`src/rtl/kch_pkg.sv`:
```
// Shared types and helpers for the known-cluster-head table.
//   WORD_WIDTH : default width of ID, hop-count and Q-value fields
//   HOPS_INF   : hop count reported when no CH is known
//   kch_better : strict "A better than B" on (Q, hops) only; index ties are
//                resolved by the caller.
package kch_pkg;

  localparam int unsigned WORD_WIDTH = 16;
  localparam logic [WORD_WIDTH-1:0] HOPS_INF = 16'hFFFF;

  typedef enum logic [2:0] {
    IDLE,
    SCAN,
    UPDATE,
    SELECT,
    DONE
  } kch_state_e;

  typedef struct packed {
    logic                  valid;
    logic [WORD_WIDTH-1:0] id;
    logic [WORD_WIDTH-1:0] hops;
    logic [WORD_WIDTH-1:0] q;
  } kch_entry_t;

  // Higher Q wins; on equal Q fewer hops wins.
  function automatic logic kch_better(input logic [WORD_WIDTH-1:0] qa,
                                      input logic [WORD_WIDTH-1:0] ha,
                                      input logic [WORD_WIDTH-1:0] qb,
                                      input logic [WORD_WIDTH-1:0] hb);
    return (qa > qb) || ((qa == qb) && (ha < hb));
  endfunction

endpackage

```
`src/rtl/kch_compare.sv`:
```
// Full ordering between two table entries, including the index tie-break.
//   a_q/a_hops/a_idx : entry A
//   b_q/b_hops/b_idx : entry B
//   a_better_c       : 1 when A ranks strictly ahead of B
module kch_compare
  import kch_pkg::*;
#(
  parameter int unsigned IDX_W = 2
) (
  input  logic [WORD_WIDTH-1:0] a_q,
  input  logic [WORD_WIDTH-1:0] a_hops,
  input  logic [IDX_W-1:0]      a_idx,
  input  logic [WORD_WIDTH-1:0] b_q,
  input  logic [WORD_WIDTH-1:0] b_hops,
  input  logic [IDX_W-1:0]      b_idx,
  output logic                  a_better_c
);

  always_comb begin
    a_better_c = kch_better(a_q, a_hops, b_q, b_hops) ||
                 ((a_q == b_q) && (a_hops == b_hops) && (a_idx < b_idx));
  end

endmodule

```
`src/rtl/kch_table.sv`:
```
// Known-cluster-head table: keeps up to DEPTH CH candidates and publishes the best.
//   clk, rst            : clock, synchronous active-high reset
//   en_KCH, fCH_*       : insert/update request, accepted when ready=1
//   HB_reset/HB_CHlimit : heartbeat clear and new occupancy limit
//   ready, upd_done, dropped : handshake and completion pulses
//   ch_valid, ch_count, chosenCH, hopsfromCH, chosenQ : published best CH
module kch_table
  import kch_pkg::*;
#(
  parameter int unsigned  WORD_WIDTH = kch_pkg::WORD_WIDTH,
  parameter int unsigned  DEPTH      = 4,
  localparam int unsigned IDX_W      = $clog2(DEPTH)
) (
  input  logic                  clk,
  input  logic                  rst,
  input  logic                  en_KCH,
  input  logic                  HB_reset,
  input  logic [WORD_WIDTH-1:0] HB_CHlimit,
  input  logic [WORD_WIDTH-1:0] fCH_ID,
  input  logic [WORD_WIDTH-1:0] fCH_Hops,
  input  logic [WORD_WIDTH-1:0] fCH_QValue,
  output logic                  ready,
  output logic                  upd_done,
  output logic                  dropped,
  output logic                  ch_valid,
  output logic [IDX_W:0]        ch_count,
  output logic [WORD_WIDTH-1:0] chosenCH,
  output logic [WORD_WIDTH-1:0] hopsfromCH,
  output logic [WORD_WIDTH-1:0] chosenQ
);

  kch_state_e            state_q, state_d;
  logic [IDX_W-1:0]      idx_q, idx_d;
  kch_entry_t            req_q, req_d;
  kch_entry_t            tbl_q [DEPTH];
  kch_entry_t            tbl_d [DEPTH];
  logic [IDX_W:0]        count_q, count_d, limit_q, limit_d;
  logic                  match_found_q, match_found_d, free_found_q, free_found_d;
  logic                  trk_found_q, trk_found_d, drop_q, drop_d;
  logic [IDX_W-1:0]      match_idx_q, match_idx_d, free_idx_q, free_idx_d;
  logic [IDX_W-1:0]      trk_idx_q, trk_idx_d;
  logic                  ready_q, ready_d, upd_done_q, upd_done_d, dropped_q, dropped_d;
  logic                  ch_valid_q, ch_valid_d;
  logic [IDX_W:0]        ch_count_q, ch_count_d;
  logic [WORD_WIDTH-1:0] chosen_id_q, chosen_id_d, chosen_hops_q, chosen_hops_d;
  logic [WORD_WIDTH-1:0] chosen_qv_q, chosen_qv_d;

  kch_entry_t            cur_c;
  logic [WORD_WIDTH-1:0] cmp_a_q_c, cmp_a_hops_c, cmp_b_q_c, cmp_b_hops_c;
  logic [IDX_W-1:0]      cmp_a_idx_c, cmp_b_idx_c, sel_idx_c;
  logic                  cmp_a_better_c, last_c, sel_found_c;
  logic [IDX_W:0]        hb_limit_c;

  assign last_c     = (idx_q == IDX_W'(DEPTH - 1));
  assign hb_limit_c = (HB_CHlimit > WORD_WIDTH'(DEPTH)) ? (IDX_W+1)'(DEPTH)
                                                        : (IDX_W+1)'(HB_CHlimit);

  // Shared comparator: SCAN asks "is the tracked worst better than the current
  // entry" (current is worse); SELECT asks "is the current entry better than best".
  always_comb begin
    cur_c = tbl_q[idx_q];
    if (state_q == SCAN) begin
      cmp_a_q_c    = tbl_q[trk_idx_q].q;
      cmp_a_hops_c = tbl_q[trk_idx_q].hops;
      cmp_a_idx_c  = trk_idx_q;
      cmp_b_q_c    = cur_c.q;
      cmp_b_hops_c = cur_c.hops;
      cmp_b_idx_c  = idx_q;
    end else begin
      cmp_a_q_c    = cur_c.q;
      cmp_a_hops_c = cur_c.hops;
      cmp_a_idx_c  = idx_q;
      cmp_b_q_c    = tbl_q[trk_idx_q].q;
      cmp_b_hops_c = tbl_q[trk_idx_q].hops;
      cmp_b_idx_c  = trk_idx_q;
    end
  end

  kch_compare #(.IDX_W(IDX_W)) u_cmp (
    .a_q        (cmp_a_q_c),
    .a_hops     (cmp_a_hops_c),
    .a_idx      (cmp_a_idx_c),
    .b_q        (cmp_b_q_c),
    .b_hops     (cmp_b_hops_c),
    .b_idx      (cmp_b_idx_c),
    .a_better_c (cmp_a_better_c)
  );

  // Next-state and registered-output logic.
  always_comb begin
    state_d       = state_q;
    idx_d         = idx_q;
    req_d         = req_q;
    tbl_d         = tbl_q;
    count_d       = count_q;
    limit_d       = limit_q;
    match_found_d = match_found_q;
    match_idx_d   = match_idx_q;
    free_found_d  = free_found_q;
    free_idx_d    = free_idx_q;
    trk_found_d   = trk_found_q;
    trk_idx_d     = trk_idx_q;
    drop_d        = drop_q;
    ready_d       = ready_q;
    upd_done_d    = 1'b0;
    dropped_d     = 1'b0;
    ch_valid_d    = ch_valid_q;
    ch_count_d    = ch_count_q;
    chosen_id_d   = chosen_id_q;
    chosen_hops_d = chosen_hops_q;
    chosen_qv_d   = chosen_qv_q;
    sel_found_c   = trk_found_q;
    sel_idx_c     = trk_idx_q;

    unique case (state_q)
      IDLE: begin
        if (en_KCH) begin
          req_d         = '{valid: 1'b1, id: fCH_ID, hops: fCH_Hops, q: fCH_QValue};
          idx_d         = '0;
          match_found_d = 1'b0;
          free_found_d  = 1'b0;
          trk_found_d   = 1'b0;
          ready_d       = 1'b0;
          state_d       = SCAN;
        end
      end
      SCAN: begin
        if (cur_c.valid && (cur_c.id == req_q.id)) begin
          match_found_d = 1'b1;
          match_idx_d   = idx_q;
        end
        if (!cur_c.valid && !free_found_q) begin
          free_found_d = 1'b1;
          free_idx_d   = idx_q;
        end
        // Tracker holds the worst valid entry during SCAN.
        if (cur_c.valid && (!trk_found_q || cmp_a_better_c)) begin
          trk_found_d = 1'b1;
          trk_idx_d   = idx_q;
        end
        if (last_c) state_d = UPDATE;
        else        idx_d   = idx_q + IDX_W'(1);
      end
      UPDATE: begin
        drop_d = 1'b0;
        if (match_found_q) begin
          tbl_d[match_idx_q].hops = req_q.hops;
          tbl_d[match_idx_q].q    = req_q.q;
        end else if (count_q < limit_q) begin
          tbl_d[free_idx_q] = req_q;
          count_d           = count_q + (IDX_W+1)'(1);
        end else if (trk_found_q && kch_better(req_q.q, req_q.hops,
                                               tbl_q[trk_idx_q].q, tbl_q[trk_idx_q].hops)) begin
          tbl_d[trk_idx_q] = req_q;
        end else begin
          drop_d = 1'b1;
        end
        idx_d       = '0;
        trk_found_d = 1'b0;
        state_d     = SELECT;
      end
      SELECT: begin
        // Tracker holds the best valid entry during SELECT.
        if (cur_c.valid && (!trk_found_q || cmp_a_better_c)) begin
          sel_found_c = 1'b1;
          sel_idx_c   = idx_q;
        end
        trk_found_d = sel_found_c;
        trk_idx_d   = sel_idx_c;
        if (last_c) begin
          state_d    = DONE;
          upd_done_d = 1'b1;
          dropped_d  = drop_q;
          ch_count_d = count_q;
          ch_valid_d = sel_found_c;
          if (sel_found_c) begin
            chosen_id_d   = tbl_q[sel_idx_c].id;
            chosen_hops_d = tbl_q[sel_idx_c].hops;
            chosen_qv_d   = tbl_q[sel_idx_c].q;
          end else begin
            chosen_id_d   = '0;
            chosen_hops_d = WORD_WIDTH'(HOPS_INF);
            chosen_qv_d   = '0;
          end
        end else begin
          idx_d = idx_q + IDX_W'(1);
        end
      end
      DONE: begin
        ready_d = 1'b1;
        state_d = IDLE;
      end
      default: state_d = IDLE;
    endcase

    // Heartbeat wipes the table and aborts any request in flight.
    if (HB_reset) begin
      for (int unsigned i = 0; i < DEPTH; i++) tbl_d[i] = '0;
      count_d       = '0;
      limit_d       = hb_limit_c;
      ready_d       = 1'b1;
      upd_done_d    = 1'b0;
      dropped_d     = 1'b0;
      ch_valid_d    = 1'b0;
      ch_count_d    = '0;
      chosen_id_d   = '0;
      chosen_hops_d = WORD_WIDTH'(HOPS_INF);
      chosen_qv_d   = '0;
      state_d       = IDLE;
    end
  end

  // State and output registers.
  always_ff @(posedge clk) begin
    if (rst) begin
      state_q       <= IDLE;
      idx_q         <= '0;
      req_q         <= '0;
      for (int unsigned i = 0; i < DEPTH; i++) tbl_q[i] <= '0;
      count_q       <= '0;
      limit_q       <= '0;
      match_found_q <= 1'b0;
      match_idx_q   <= '0;
      free_found_q  <= 1'b0;
      free_idx_q    <= '0;
      trk_found_q   <= 1'b0;
      trk_idx_q     <= '0;
      drop_q        <= 1'b0;
      ready_q       <= 1'b1;
      upd_done_q    <= 1'b0;
      dropped_q     <= 1'b0;
      ch_valid_q    <= 1'b0;
      ch_count_q    <= '0;
      chosen_id_q   <= '0;
      chosen_hops_q <= WORD_WIDTH'(HOPS_INF);
      chosen_qv_q   <= '0;
    end else begin
      state_q       <= state_d;
      idx_q         <= idx_d;
      req_q         <= req_d;
      tbl_q         <= tbl_d;
      count_q       <= count_d;
      limit_q       <= limit_d;
      match_found_q <= match_found_d;
      match_idx_q   <= match_idx_d;
      free_found_q  <= free_found_d;
      free_idx_q    <= free_idx_d;
      trk_found_q   <= trk_found_d;
      trk_idx_q     <= trk_idx_d;
      drop_q        <= drop_d;
      ready_q       <= ready_d;
      upd_done_q    <= upd_done_d;
      dropped_q     <= dropped_d;
      ch_valid_q    <= ch_valid_d;
      ch_count_q    <= ch_count_d;
      chosen_id_q   <= chosen_id_d;
      chosen_hops_q <= chosen_hops_d;
      chosen_qv_q   <= chosen_qv_d;
    end
  end

  assign ready      = ready_q;
  assign upd_done   = upd_done_q;
  assign dropped    = dropped_q;
  assign ch_valid   = ch_valid_q;
  assign ch_count   = ch_count_q;
  assign chosenCH   = chosen_id_q;
  assign hopsfromCH = chosen_hops_q;
  assign chosenQ    = chosen_qv_q;

endmodule

```
`config.mk`:
```
export PLATFORM = sky130hd
export DESIGN_NAME = kch_table
export DESIGN_NICKNAME = d
export VERILOG_FILES = /design/src/rtl/kch_pkg.sv /design/src/rtl/kch_compare.sv /design/src/rtl/kch_table.sv
export SDC_FILE = /design/constraint.sdc
export NUM_CORES = 1
export LEC_CHECK = 0
export ABC_AREA = 0
export CORE_ASPECT_RATIO = 1.5
export CORE_UTILIZATION = 45
export DETAILED_ROUTE_END_ITERATION = 16
export PLACE_DENSITY_LB_ADDON = 0.05
export SYNTH_ARGS = -nofsm -noshare
export SYNTH_HDL_FRONTEND = slang
export SYNTH_SLANG_ARGS = --single-unit
```
`constraint.sdc`:
```
create_clock -name clk -period 4.8 [get_ports clk]
set_input_delay 0.96 -clock clk [delete_from_list [all_inputs] [get_ports clk]]
set_output_delay 0.96 -clock clk [all_outputs]
set_load 0.005 [all_outputs]
```
==> results.toml, run 1 <==
[cts]
post-cts-setup-buffers = 0
cts_hold_buf = 0
cts_root_buffer = "clkbuf_16"
cts_num_sinks = 321
cts_buffer_depth = 3
ctsResizeCount = 0
clk_latency_ns = 0.53
cts_made_buffers = 34
cts_tree = "yes"
h-tree-depth = 2
clk_pin_slew_ns = 0.06

[yosys]
synth_enable_flop_cells = 0
yosysWarnings = 0
synth_top_flop_cell = "dfxtp_1"
synth_cells = 1874
synth_top_cell_by_area = "dfxtp_1"
async_reset_ff_frac = 0
synth_nets = 2009
synth_seq_cells = 321
synthDistinctLibCells = 67
synth_area_leaders = "dfxtp_1 37%, mux4_2 10%, mux2i_1 9.7%"
synth_top_area_share = 0.3699
netlist_area_mm2 = 0.01737
seq_area_frac_synth = 0.3699
avgSynthCellArea_um2 = 9.271

[timing]
clock-skew-final_ns = 0.01740
finalSetupViolCount = 0
max_clock_freq_mhz = 229.4
tightest_slew_ns = 1.022
timing.hold.ws_ns = 0.4533
final_max_slew_viol_count = 0
fin_crit_sh = 0.9081
hold_viol = 0
tns_ns = 0
slew_headroom = 0.3146
finalCriticalPeriod_ns = 4.359
rsz0062_at_grt = "no"

[floorplanning]
start_util = 0.4600
die_w_um = 162.4
die_h_um = 242.7
design.die.area_mm2 = 0.03942
ioPinCount = 123
core_mm2 = 0.03777
fp-row-count = 87

[drt]
drt-wirelength-per-cell_um = 19.82
drt_iter0_drc = 904
vias_per_cell = 5.761
dr.pass1.iters = 5
drt_wl_total_mm = 48.83
ant_nets = 0
via_count = 14190
drc_errors = 0

[global_route]
grt_pass1_vias = 13990
grt_max_degree = 187
grt_pass1_wl_mm = 78.55
grt.total_usage = 0.2534
grt_overflow = 0
antenna_found_initial = 0

[cells_and_area]
area_delta_synth_final_pct = 17.76
layout-drive-gt1-share = 0.1388
finish.utilization = 0.5417
antenna_cells = 0
nets = 2085
nFillCells = 3457

[worst_setup_path]
critical_path.max_fanout = 32
path_cells = "buf_4 -> mux4_2 -> mux2_2 -> ha_1 -> nand4_2 -> or4_4 -> nor3_2 -> nor4_1 -> a211oi_1 -> nor3b_1 -> or3_4 -> buf_12 -> o221ai_1"
max_stage_delay_ns = 0.60
slowest_stage = "or4_4"
cp-end-kind = "flop"
critical_path_class = "flop to flop"
crit_arrival_ns = 4.80
cp-start-kind = "flop"
crit_buf_inv = 2
required_ns = 5.24
cp_top_family = "simple AND/OR/NAND/NOR gates"

[place]
hpwl_mm = 32.29
io_buffers = 122
place_congestion = 0.8136

[power]
ir_drop_uv = 276.5
p_leak_nw = 6.874
p_total_mw = 5.823
power_density_mw_per_mm2 = 284.6

[status]
status = "finished, final reports clean"

[hold_path]
min_path_type = "flop to flop"

[job]
cap_violations = 0
## synthesized netlist by cell type (10+ instances only)
cell	count
dfxtp_1	321
nand2_1	287
mux2i_1	169
nand3_1	141
o21ai_1	137
nor2_1	129
mux4_2	81
clkbuf_1	79
a21oi_1	74
ha_1	67
inv_1	44
mux2_2	38
buf_2	36
o221ai_1	30
o21ai_0	23
a211oi_1	18
nand4b_1	16
nand4_1	13
a21o_1	12
buf_1	11
buf_4	10
buf_6	10
xor2_1	10
## placed cells by master (no fill, tap or decap), types with 8 or more instances in the layout
cell	n
dfxtp_1	317
nand2_1	287
mux2i_1	169
nand3_1	141
o21ai_1	136
nor2_1	127
clkdlybuf4s50_1	121
mux4_2	81
a21oi_1	74
ha_1	67
inv_1	44
buf_4	42
mux2_2	38
clkbuf_16	37
o221ai_1	30
o21ai_0	23
buf_12	22
a211oi_1	18
nand4b_1	16
nand4_1	13
a21o_1	12
xor2_1	10
mux2_1	9
xnor2_1	9
clkbuf_8	9
nor3_1	8
## worst min-delay path, stage by stage, from the launching register on
cell and delay, ns:
dfxtp_1 0.31, nand2_1 0.05, o21ai_1 0.05
## registers in the layout, summed over array words and instances (netlist names)
| signal | count |
|---|---|
| drop_q | 1 |
| chosenQ | 16 |
| trk_found_q | 1 |
| tbl_q | 196 |
| state_q | 3 |
| dropped | 1 |
| ch_count | 3 |
| free_idx_q | 2 |
| upd_done | 1 |
| limit_q | 3 |
| idx_q | 2 |
| free_found_q | 1 |
| trk_idx_q | 2 |
| req_q | 49 |
| ready | 1 |
| match_idx_q | 2 |
| match_found_q | 1 |
| chosenCH | 16 |
| ch_valid | 1 |
| count_q | 3 |
| hopsfromCH | 16 |
## cells by family (layout without fill, tap and decap cells)
group           Yosys count  in the layout  share of synthesized area
flops                   321            321                     0.3699
compound gates          333            333                     0.1173
buf+inv                 191            291                    0.05034
fa+ha+maj                67             67                    0.04825
simple gates            646            646                     0.1718
xor+xnor                 19             19                   0.009578
mux                     297            297                     0.2328
## path summary, 6_finish.rpt
kind / from / end / slack [ns] / cells past startpoint
setup / recovery: idx_q[0] / chosenCH[13] / 0.44 / 13
setup reg to reg: idx_q[0] / chosenCH[13] / 0.44 / 13
hold reg to reg: tbl_q[48] / tbl_q[48] / 0.45 / 2
hold / removal: tbl_q[48] / tbl_q[48] / 0.45 / 2
## where the power goes
part / total, mW / switching [mW] / internal, mW
sequential: 2.74 / 0.0539 / 2.69
combinational: 0.365 / 0.210 / 0.155
clock: 2.71 / 1.12 / 1.60
total: 5.82 / 1.38 / 4.44
## routing by layer
| metal | up-vias | global-route usage | wire length (um) |
|---|---|---|---|
| li1 | 6910 | - | - |
| met1 | 6916 | 0.3087 | 20790 |
| met2 | 278 | 0.4510 | 24930 |
| met3 | 86 | 0.03093 | 1618 |
| met4 | 0 | 0.09295 | 1486 |
| met5 | - | 0 | 0 |
## final cells by class
type / count / area [um2] / area share
Sequential cell: 321 / 6434 / 0.3145
Tap cell: 489 / 611.8 / 0.02990
Clock inverter: 8 / 73.82 / 0.003608
Multi-Input combinational cell: 1362 / 10130 / 0.4950
Clock buffer: 52 / 1072 / 0.05241
Timing Repair Buffer: 186 / 1972 / 0.09638
Inverter: 45 / 168.9 / 0.008256
## through the flow
| step | std cells | worst slack, ns | area [um2] |
|---|---|---|---|
| 4_1_cts | 2463 | 0.4043 | 20460 |
| 3_3_place_gp | 2403 | 0.5333 | 19310 |
| 2_1_floorplan | 1874 | 0.1083 | 17380 |
| 3_5_place_dp | 2403 | 0.4398 | 19310 |
| 6_report | 2463 | 0.4409 | 20460 |
| 5_1_grt | 2463 | 0.2371 | 20460 |
No activity file was read; power rests on OpenSTA's default activity.
==> run 2: changes to the inputs <==
CORE_UTILIZATION = 44   (was 45)
GPL_TIMING_DRIVEN = 0   (was unset)
==> run 2 against run 1 <==
Against the previous run: routed wire length grew 30%; worst hold slack gained 0.0026 ns; die area grew 2.2%; critical path type unchanged; final cell count rose by 4.1%; total power up 5.7%; clock power increased by 9.6%; global-route usage rose by 6.6 points; sequential power about the same; highest routed layer unchanged; largest power group is now clock.
==> results.toml, run 2 (synthesized netlist as in run 1, its figures left out) <==
[floorplanning]
design.die.area_mm2 = 0.04030
start_util = 0.4496
fp-row-count = 88
ioPinCount = 123
die_h_um = 245.4
core_mm2 = 0.03865
die_w_um = 164.3

[drt]
drc_errors = 0
drt-wirelength-per-cell_um = 24.73
drt_wl_total_mm = 63.38
dr.pass1.iters = 7
via_count = 15480
vias_per_cell = 6.041
ant_nets = 0
drt_iter0_drc = 1194

[worst_setup_path]
cp-start-kind = "flop"
critical_path.max_fanout = 10
required_ns = 5.23
crit_arrival_ns = 5.15
critical_path_class = "flop to flop"
cp-end-kind = "flop"

[cells_and_area]
instances_no_fill = 2563
register_area_mm2 = 0.006426
antenna_cells = 0
reg_top3 = "tbl_q (196), req_q (49)"
multi_input_area_mm2 = 0.01016
layout-drive-gt1-share = 0.1480
largest_reg_flops = 196
top_register = "tbl_q"
final_cell_mix = "321 x dfxtp_1, 287 x nand2_1, 164 x mux2i_1"
nFillCells = 3599
nets = 2176
area_delta_synth_final_pct = 19.90
mostFrequentLayoutCell = "dfxtp_1"

[cts]
cts_root_buffer = "clkbuf_16"
h-tree-depth = 2
clk_pin_slew_ns = 0.07
cts_tree = "yes"
cts_num_sinks = 321
cts_buffer_depth = 3
cts_made_buffers = 36
clk_latency_ns = 0.56

[timing]
clock-skew-final_ns = 0.02500
max_clock_freq_mhz = 211.7
fin_crit_sh = 0.9839
slew_headroom = 0.3368
finalCriticalPeriod_ns = 4.723
rsz0062_at_grt = "yes"
timing.hold.ws_ns = 0.4559
finalSetupViolCount = 0
tightest_slew_ns = 0.9809
hold_viol = 0
final_max_slew_viol_count = 0

[global_route]
grt.total_usage = 0.3199
use_met3 = 0.04908
grt_pass1_vias = 15540
grt_max_degree = 19
met2_usage = 0.5591
grt_overflow = 0
antenna_found_initial = 0
grt.busiest_layer = "met2"
met1_usage = 0.3683
grt_pass1_wl_mm = 95.55

[place]
hpwl_mm = 45.88
place_congestion = 0.9218
io_buffers = 122
placedCellCount = 2491

[power]
p_sw_mw = 1.556
power_density_mw_per_mm2 = 295.6
comb_power_share = 0.071
pwr-share-seq = 0.445
ir_drop_uv = 272.8
p_clk_frac = 0.483
p_leak_nw = 7.098
swShare = 0.2527
internal_power_mw = 4.601

[job]
cap_violations = 0

[hold_path]
min_path_type = "flop to flop"

[status]
status = "finished, final reports clean"
## run 2: cell count changes in the layout (fill, tap and decap cells not counted), sizes merged
cell / change
clkbuf: +71
buf: +10
bufinv: +4
clkinvlp: +3
inv: +3
clkinv: +2
clkdlybuf4s50: +1
## run 2: per-stage QoR
step	TNS, ns	worst slack [ns]	instance area [um2]	utilization	total power, mW
3_3_place_gp	-244.17	-2.143	19220	0.4972	3.218
2_1_floorplan	0	0.1083	17380	-	3.006
6_report	0	0.07720	20830	0.5390	6.157
3_5_place_dp	-238.50	-2.203	19220	0.4972	3.222
4_1_cts	0	0.006548	20710	0.5359	6.179
5_1_grt	-0.005175	-0.003233	20830	0.5390	6.325
## run 2: power groups by stage
stage / Sequential (mW) / Clock [mW] / Combinational, mW
2_1_floorplan: 2.78 / 0 / 0.227
3_3_place_gp: 2.80 / 0 / 0.417
3_5_place_dp: 2.80 / 0 / 0.421
4_1_cts: 2.74 / 3.01 / 0.432
5_1_grt: 2.75 / 3.11 / 0.468
6_report: 2.74 / 2.97 / 0.440
## run 2: critical path, stage by stage (launching register included)
cell and delay [ns]:
dfxtp_1 0.45, buf_2 0.32, buf_4 0.32, mux4_2 0.39
mux2_2 0.28, ha_1 0.32, nand3_1 0.15, or4_4 0.62
nor3_4 0.20, nor4_4 0.09, a2111o_1 0.35, nand3_4 0.17
buf_8 0.21, buf_8 0.22, mux2i_2 0.31, o221ai_1 0.17
## run 2: layout make-up
class,instances,area share
plain buffers,143,0.04415
flip-flops and latches,321,0.3085
inverters,45,0.008109
clock buffers,45,0.04733
well taps,495,0.02973
clock inverters,20,0.01243
repair buffers,132,0.06223
multi-input cells,1362,0.4875
## run 2: metal layers
layer | routed length (um) | share of wire | vias up
met2 | 31490 | 0.50 | 663
met4 | 3780 | 0.060 | 0
met3 | 4340 | 0.068 | 202
met5 | 0 | 0 | -
met1 | 23770 | 0.38 | 7519
li1 | - | - | 7099
## run 2: repair_timing
item | CTS | global route
gates resized for setup | 90 | 24
hold buffers | 0 | 0
pin swaps | 1 | 3
buffers inserted | 2 | 8
endpoints found under the hold margin | 0 | 0
setup endpoints to repair | 247 | 74
## run 2: path summary, 6_finish.rpt
path	start	to	slack, ns	cells past startpoint
min reg2reg	tbl_q[48]	tbl_q[48]	0.46	2
max	trk_idx_q[1]	chosenQ[15]	0.08	15
min	tbl_q[48]	tbl_q[48]	0.46	2
max reg2reg	trk_idx_q[1]	chosenQ[15]	0.08	15
==> run 3: changes to the inputs <==
CTS_CLUSTER_SIZE = 10   (was unset)
==> run 3 against run 2 <==
Against the previous run: fmax is 0.38% lower; flip-flop and latch count is the same; worst setup slack worse by 0.018 ns; routed wire length is 0.24% higher; sequential power about the same; critical endpoint unchanged; utilization is 0.51 points lower; via count decreased by 0.12%; critical path depth stayed put; combinational power down 0.9%.
==> results.toml, run 3 (synthesized netlist as in run 1, its figures left out) <==
[floorplanning]
ioPinCount = 123
core_mm2 = 0.03865
start_util = 0.4496
design.die.area_mm2 = 0.04030
fp-row-count = 88
die_w_um = 164.3
die_h_um = 245.4

[drt]
dr.pass1.iters = 5
via_count = 15470
drt_iter0_drc = 1321
drt_wl_total_mm = 63.54
drt-wirelength-per-cell_um = 24.97
drc_errors = 0
vias_per_cell = 6.079
ant_nets = 0

[global_route]
grt.total_usage = 0.3200
grt_overflow = 0
antenna_found_initial = 0
grt_max_degree = 19
met2_usage = 0.5604
met1_usage = 0.3693
use_met3 = 0.04672
grt_pass1_vias = 15580
grt.busiest_layer = "met2"
grt_pass1_wl_mm = 95.63

[cts]
cts_root_buffer = "clkbuf_16"
cts_tree = "yes"
cts_buffer_depth = 3
cts_num_sinks = 321
h-tree-depth = 2
clk_latency_ns = 0.55
clk_pin_slew_ns = 0.06
cts_made_buffers = 39

[place]
io_buffers = 122
place_area_mm2 = 0.01922
place_congestion = 0.9218
hpwl_mm = 45.88

[timing]
clock-skew-final_ns = 0.02124
final_max_slew_viol_count = 0
tightest_slew_ns = 1.017
finalSetupViolCount = 0
finalCriticalPeriod_ns = 4.741
fin_crit_sh = 0.9877
hold_viol = 0
max_clock_freq_mhz = 210.9
slew_headroom = 0.3124

[cells_and_area]
final_cell_mix = "321 x dfxtp_1, 287 x nand2_1, 163 x mux2i_1"
nets = 2176
largest_reg_flops = 196
area_delta_synth_final_pct = 18.77
layout-drive-gt1-share = 0.1415
antenna_cells = 0
nFillCells = 3618
reg_top3 = "tbl_q (196), req_q (49)"
final_area_mm2 = 0.02063
mostFrequentLayoutCell = "dfxtp_1"
top_register = "tbl_q"
finish.utilization = 0.5339

[worst_setup_path]
crit_arrival_ns = 5.14
critical_path_class = "flop to flop"
cp-end-kind = "flop"
cp-start-kind = "flop"
required_ns = 5.20
critical_path.max_fanout = 10

[power]
p_total_mw = 5.888
power_density_mw_per_mm2 = 285.3
p_leak_nw = 7.016
ir_drop_uv = 271.5

[job]
cap_violations = 0

[hold_path]
min_path_type = "flop to flop"

[status]
status = "finished, final reports clean"
-- run 3: repair_timing --
action                                  CTS  global route
endpoints found under the setup margin  247           107
pin swaps                                 1             3
hold endpoints to repair                  0             0
cloned                                    0             0
resized for setup                        89            21
buffers inserted                          2             5
hold buffers                              0             0
-- run 3: path summary, 6_finish.rpt --
kind | startpoint | to | slack, ns | cells past startpoint
setup / recovery | trk_idx_q[1] | chosenQ[15] | 0.06 | 15
hold / removal | tbl_q[48] | tbl_q[48] | 0.46 | 2
hold reg to reg | tbl_q[48] | tbl_q[48] | 0.46 | 2
setup reg to reg | trk_idx_q[1] | chosenQ[15] | 0.06 | 15
-- run 3: layout make-up --
cell class	instances	area [um2]	share of cell area
clock buffer	44	1026	0.04972
inverter	45	168.9	0.008186
timing repair buffer	129	1274	0.06173
sequential	321	6426	0.3114
clock inverter	5	68.82	0.003335
tap	495	619.3	0.03001
multi-input combinational	1362	10150	0.4920
buffer	143	899.6	0.04360
-- run 3: metrics by stage --
step	cells	hold slack (ns)	setup WS [ns]	TNS (ns)
3_3_place_gp	2491	0.4447	-2.143	-244.17
3_5_place_dp	2491	0.4503	-2.203	-238.50
2_1_floorplan	1874	0.4241	0.1083	0
6_report	2544	0.4611	0.05923	0
5_1_grt	2544	0.4870	-0.005790	-0.01130
4_1_cts	2539	0.4582	0.001860	0
-- run 3: routing by layer --
metal,vias up,wire length (um)
met3,172,4177
met5,-,0
li1,7083,-
met4,0,3704
met1,7561,23960
met2,649,31700
-- run 3: critical path: stages (launching register included) --
cell	delay [ns]
dfxtp_1	0.46
buf_2	0.32
buf_4	0.33
mux4_2	0.39
mux2_2	0.28
ha_1	0.32
nand3_1	0.15
or4_4	0.61
nor3_4	0.20
nor4_4	0.10
a2111o_1	0.35
nand3_4	0.17
buf_8	0.21
buf_8	0.22
mux2i_2	0.30
o221ai_1	0.16
-- run 3: power by group --
group          switching [mW]  internal, mW  leakage [nW]
logic                   0.274         0.163          3.88
registers              0.0523          2.69          2.59
clock network            1.15          1.56         0.538
total                    1.48          4.41          7.02
